<file path="src/rtl/pwm_ctrl_pkg.sv">
// Shared definitions for the PWM fade controller.
//   fade_state_t : controller FSM states (IDLE, ARM, RAMP)
//   WIDTH_DEF    : default duty / max_value width
//   STEP_W_DEF   : default width of the step-period count
package pwm_ctrl_pkg;

  localparam int unsigned WIDTH_DEF  = 8;
  localparam int unsigned STEP_W_DEF = 8;

  typedef enum logic [1:0] {
    IDLE = 2'd0,
    ARM  = 2'd1,
    RAMP = 2'd2
  } fade_state_t;

endpackage

</file>
<file path="src/rtl/period_tick_counter.sv">
// Counts period_end pulses up to a programmable terminal value and emits a
// one-cycle tick on the pulse that reaches it, then restarts from zero.
//   clk        : clock
//   rst        : synchronous active-high reset
//   clear      : hold the count at zero and suppress tick
//   period_end : pulse to be counted
//   terminal   : pulses per tick (0 behaves as 1)
//   tick       : high in the cycle of the terminal pulse
module period_tick_counter
  import pwm_ctrl_pkg::*;
#(
  parameter int unsigned STEP_W = STEP_W_DEF
) (
  input  logic              clk,
  input  logic              rst,
  input  logic              clear,
  input  logic              period_end,
  input  logic [STEP_W-1:0] terminal,
  output logic              tick
);

  logic [STEP_W-1:0] count;
  logic [STEP_W-1:0] term_eff;
  logic [STEP_W:0]   count_inc;

  always_comb begin
    term_eff  = (terminal == '0) ? STEP_W'(1) : terminal;
    // One extra bit so the compare cannot wrap at the top of the range.
    count_inc = {1'b0, count} + (STEP_W + 1)'(1);
    tick      = period_end && !clear && (count_inc >= {1'b0, term_eff});
  end

  always_ff @(posedge clk) begin
    if (rst || clear) begin
      count <= '0;
    end else if (period_end) begin
      count <= tick ? '0 : count_inc[STEP_W-1:0];
    end
  end

endmodule

</file>
<file path="src/rtl/pwm_fade_ctrl.sv">
// Fade controller for a pwm_module: accepts a fade command (target duty,
// max_value, periods per step) and walks the registered duty toward the
// target one LSB at a time, updating only on PWM period boundaries.
//   clk, rst        : clock, synchronous active-high reset
//   cmd_valid/ready : command handshake (ready only in IDLE)
//   cmd_target      : final duty value
//   cmd_max         : max_value to apply
//   cmd_step        : PWM periods per 1-LSB duty step (0 behaves as 1)
//   cmd_abort       : stop the fade, holding current outputs
//   period_end      : one-cycle pulse when the PWM counter wraps
//   duty_out        : registered duty to the PWM
//   max_out         : registered max_value to the PWM
//   busy            : not IDLE
//   done            : one-cycle pulse when the duty reaches the target
module pwm_fade_ctrl
  import pwm_ctrl_pkg::*;
#(
  parameter int unsigned WIDTH  = WIDTH_DEF,
  parameter int unsigned STEP_W = STEP_W_DEF
) (
  input  logic              clk,
  input  logic              rst,
  input  logic              cmd_valid,
  output logic              cmd_ready,
  input  logic [WIDTH-1:0]  cmd_target,
  input  logic [WIDTH-1:0]  cmd_max,
  input  logic [STEP_W-1:0] cmd_step,
  input  logic              cmd_abort,
  input  logic              period_end,
  output logic [WIDTH-1:0]  duty_out,
  output logic [WIDTH-1:0]  max_out,
  output logic              busy,
  output logic              done
);

  fade_state_t       state, state_nxt;
  logic [WIDTH-1:0]  lat_target, lat_target_nxt;
  logic [WIDTH-1:0]  lat_max, lat_max_nxt;
  logic [STEP_W-1:0] lat_step, lat_step_nxt;
  logic [WIDTH-1:0]  duty_nxt, max_nxt;
  logic              done_nxt;
  logic              cnt_clear;
  logic              tick;

  assign cmd_ready = (state == IDLE);
  assign busy      = (state != IDLE);

  // The counter only runs in RAMP, so it starts from zero on entry; an
  // abort clears it and masks the tick so abort wins over period_end.
  assign cnt_clear = (state != RAMP) || cmd_abort;

  period_tick_counter #(
    .STEP_W (STEP_W)
  ) u_tick (
    .clk        (clk),
    .rst        (rst),
    .clear      (cnt_clear),
    .period_end (period_end),
    .terminal   (lat_step),
    .tick       (tick)
  );

  always_comb begin
    state_nxt      = state;
    lat_target_nxt = lat_target;
    lat_max_nxt    = lat_max;
    lat_step_nxt   = lat_step;
    duty_nxt       = duty_out;
    max_nxt        = max_out;
    done_nxt       = 1'b0;

    case (state)
      IDLE: begin
        // period_end and cmd_abort are ignored here; a command accepted on a
        // period_end cycle is applied on the next period_end from ARM.
        if (cmd_valid) begin
          lat_target_nxt = cmd_target;
          lat_max_nxt    = cmd_max;
          lat_step_nxt   = cmd_step;
          state_nxt      = ARM;
        end
      end

      ARM: begin
        if (cmd_abort) begin
          state_nxt = IDLE;
        end else if (period_end) begin
          max_nxt        = lat_max;
          lat_target_nxt = (lat_target > lat_max) ? lat_max : lat_target;
          duty_nxt       = (duty_out > lat_max) ? lat_max : duty_out;
          if (duty_nxt == lat_target_nxt) begin
            done_nxt  = 1'b1;
            state_nxt = IDLE;
          end else begin
            state_nxt = RAMP;
          end
        end
      end

      RAMP: begin
        if (cmd_abort) begin
          state_nxt = IDLE;
        end else if (tick) begin
          // Target and duty are both within 0..max_out after ARM, so moving
          // strictly toward the target can never wrap.
          if (duty_out < lat_target) begin
            duty_nxt = duty_out + WIDTH'(1);
          end else if (duty_out > lat_target) begin
            duty_nxt = duty_out - WIDTH'(1);
          end
          if (duty_nxt == lat_target) begin
            done_nxt  = 1'b1;
            state_nxt = IDLE;
          end
        end
      end

      default: begin
        state_nxt = IDLE;
      end
    endcase
  end

  always_ff @(posedge clk) begin
    if (rst) begin
      state      <= IDLE;
      lat_target <= '0;
      lat_max    <= '0;
      lat_step   <= '0;
      duty_out   <= '0;
      max_out    <= '1;
      done       <= 1'b0;
    end else begin
      state      <= state_nxt;
      lat_target <= lat_target_nxt;
      lat_max    <= lat_max_nxt;
      lat_step   <= lat_step_nxt;
      duty_out   <= duty_nxt;
      max_out    <= max_nxt;
      done       <= done_nxt;
    end
  end

endmodule

</file>
<file path="config.mk">
export PLATFORM = sky130hd
export DESIGN_NAME = pwm_fade_ctrl
export DESIGN_NICKNAME = d
export VERILOG_FILES = /design/src/rtl/pwm_ctrl_pkg.sv /design/src/rtl/period_tick_counter.sv /design/src/rtl/pwm_fade_ctrl.sv
export SDC_FILE = /design/constraint.sdc
export NUM_CORES = 1
export LEC_CHECK = 0
export BUFFER_PORTS_ARGS = -buffer_cell sky130_fd_sc_hd__buf_2
export CORE_ASPECT_RATIO = 0.75
export CORE_MARGIN = 2
export CORE_UTILIZATION = 50
export DETAILED_ROUTE_END_ITERATION = 8
export PLACE_DENSITY = 0.68
export SETUP_SLACK_MARGIN = 0.15
export SLEW_MARGIN = 30
export SYNTH_ARGS = -nofsm -noshare
export SYNTH_HDL_FRONTEND = slang
export SYNTH_SLANG_ARGS = --single-unit
</file>
<file path="constraint.sdc">
create_clock -name clk -period 4.8 [get_ports clk]
set_input_delay 0.48 -clock clk [delete_from_list [all_inputs] [get_ports clk]]
set_output_delay 0.48 -clock clk [all_outputs]
set_load 0.01 [all_outputs]
</file>
==> results_dict.tcl <==
set metrics [dict create \
    htree_levels 2 \
    n_fill_cell 762 \
    grt-ovfl-total 0 \
    synth_common_cells "nand2_1, a21oi_1, dfxtp_1" \
    yosysMostFrequentCell "nand2_1" \
    wl_met3_um 688 \
    synth_edf_count 0 \
    status "finished, final reports clean" \
    power.leakage_nw 1.79 \
    wl_per_cell_um 16.4 \
    startpoint_type "register" \
    synth_top_area_frac 0.242 \
    crit_path_start "u_tick.count[0]$_SDFFE_PP0P_" \
    vdd_ir_drop_max_v 0.000333 \
    cts_tree "yes" \
    crit_slowest_cell "nor2_1" \
    worst_hold_slack_ps 383 \
    num_rows 28 \
    pin_count 48 \
    avgSynthCellArea_um2 7.50 \
    dp_slack_ps 1150 \
    multi_input_area_um2 2950 \
    drc_errors 0 \
    antenna_found_initial 0 \
    wl_met1_um 5820 \
    syn_nets 629 \
    cts_buffer_depth 2 \
    setup_ws_ps 1080 \
    period_needed_ps 3720 \
    dp.cells 682 \
    ys_async_sr_fraction 0 \
    finalHoldViolations 0 \
    numCtsBuffers 5 \
    reg2reg_from "u_tick.count[0]$_SDFFE_PP0P_" \
    tightest_slew_ps 836 \
    crit_buf_inv 0 \
    setup.worst_path.class "reg -> reg" \
    max_freq_mhz 269 \
    r2r_end "state[1]$_SDFFE_PP0P_" \
    synth.distinct_cells 57 \
    hpwl_um 8600 \
    rsz0062_at_grt "false" \
    maxSlewViolCount 0 \
    gp_congestion 0.908 \
    highest_layer "met4" \
    die_area_um2 9180 \
    met2WireLength_um 4670 \
    cts_root_buffer "clkbuf_8" \
    seqCellArea_um2 1020 \
    regToRegSetupSlack_ps 1080 \
    die_h_um 83.5 \
    port_buffers 47 \
    crit_path_cell_trace "ha_1, nand3_1, nor2_1, xor2_1, ha_1, nand2_1, o21ai_0, a221oi_1, nor2_1, o221ai_2, a2111oi_2, nand4_1, a221o_1, mux2i_1" \
    grt_max_degree 47 \
    maxCapViolations 0 \
    finalCritPeriodShare 0.775 \
    drt_iter0_drc 429 \
    nets 651 \
    hold_start "cmd_max[0]" \
    antenna_left 0 \
    die_w_um 110 \
    yosysTopAreaCell "dfxtp_1" \
    crit_fanout 8 \
    ys_ff_latch 51 \
    via_per_inst 5.95 \
    syn-cell-area_um2 4210 \
    grt_pass1_wl_um 18700 \
    ys_seq_area_frac 0.242 \
    min_path_type "in -> reg" \
    ys.flop_type "dfxtp_1" \
    synth_area_leaders "dfxtp_1, ha_1, nand2_1" \
    ctsHoldBuffers 0 \
    cellPowerDensity_nw_per_um2 587 \
    critPathTopFamily "compound AO/OA/AOI/OAI gates" \
    endpoint_kind "register" \
    clk_pin_slew_ps 100 \
    drt_wl_total_um 11300 \
    fin_skew_ps 4.60 \
    clk_latency_ps 320 \
    drtPass1Iterations 5 \
    cts_resized 0 \
    yosys_warnings 0 \
    fin_cells 690 \
    required_ps 5020 \
    worstHoldPathCells 3 \
    first_global_vias 3716 \
    power_mw 2.67 \
    start_util 0.525 \
    area_growth_pct 7.96 \
    synthCells 562 \
    clock_sinks 51 \
    drive_gt1_frac 0.115 \
    finalSetupViolations 0 \
    post_cts_buffers 0 \
    core_area_um2 8020 \
    cp.arrival_ps 3940 \
    min_to "lat_max[0]$_SDFFE_PP0P_" \
    vias 4106 \
    max_stage_delay_ps 440 \
    grtUsageTotal 0.255 \
    tns_ps 0 \
    rr_worst_depth 14 \
    slew_headroom 0.442 \
    diodes 0 \
]
## kinds of logic after synthesis
| group | count (synthesis) | share of synthesized area |
|---|---|---|
| simple gates | 205 | 0.235 |
| compound gates | 166 | 0.268 |
| buf+inv | 64 | 0.0594 |
| flops | 51 | 0.242 |
| fa+ha+maj | 38 | 0.113 |
| xor+xnor | 27 | 0.0561 |
| mux | 11 | 0.0264 |
## cells in the final DEF (no fill, tap or decap), types with 8 or more instances in the layout
master / count
xnor2_1: 19
nand3_1: 8
nand3b_1: 10
mux2i_1: 10
a22oi_1: 11
nand4_1: 11
nand2b_1: 12
nand2_1: 83
o2bb2ai_1: 12
a211oi_1: 20
o21ai_1: 10
inv_1: 31
a21oi_1: 51
ha_1: 38
o21ai_0: 16
buf_2: 47
and3_1: 8
xor2_1: 8
a311oi_1: 13
dfxtp_1: 51
nor2_1: 47
## power by group
part	internal, mW	switching (mW)
Clock	0.108	0.166
Combinational	0.661	1.11
Sequential	0.493	0.132
Total	1.26	1.41
## layout make-up
cell class / instances / share of cell area
Multi-Input combinational cell: 447 / 0.648
Inverter: 32 / 0.0264
Tap cell: 105 / 0.0289
Timing Repair Buffer: 47 / 0.0517
Sequential cell: 51 / 0.224
Clock inverter: 3 / 0.00578
Clock buffer: 5 / 0.0151
## routing by layer
layer  vias up  track usage
li1       2066            -
met1      1891        0.398
met2       136        0.364
met3        13       0.0383
met4         0       0.0529
met5         -            0
## registers in the layout, indices dropped and copies added (netlist names)
signal	cells
lat_step	8
state	2
done	1
lat_max	8
max_out	8
duty_out	8
lat_target	8
u_tick.count	8
## worst max-delay path by stage
stage	depth (start not counted)	to
2_1_floorplan	14	state[0]$_SDFFE_PP0P_
3_3_place_gp	14	state[0]$_SDFFE_PP0P_
3_5_place_dp	14	state[1]$_SDFFE_PP0P_
4_1_cts	14	state[1]$_SDFFE_PP0P_
5_1_grt	14	state[1]$_SDFFE_PP0P_
6_report	14	state[1]$_SDFFE_PP0P_
## metrics by stage
step            util  instance area, um2
2_1_floorplan      -                4210
3_3_place_gp   0.555                4450
3_5_place_dp   0.555                4450
4_1_cts        0.567                4550
5_1_grt        0.567                4550
6_report       0.567                4550
## worst reg2reg max path: cells and delay by family (launching register included)
family	cells	cell delay [ps]
AOI/OAI and AO/OA	5	1280
xor gates and xnor gates	1	100
adders and majority gates	2	570
DFF	1	420
muxes	1	130
and+or+nand+nor	5	1130
Note: power is estimated with default switching activity, not from simulation.
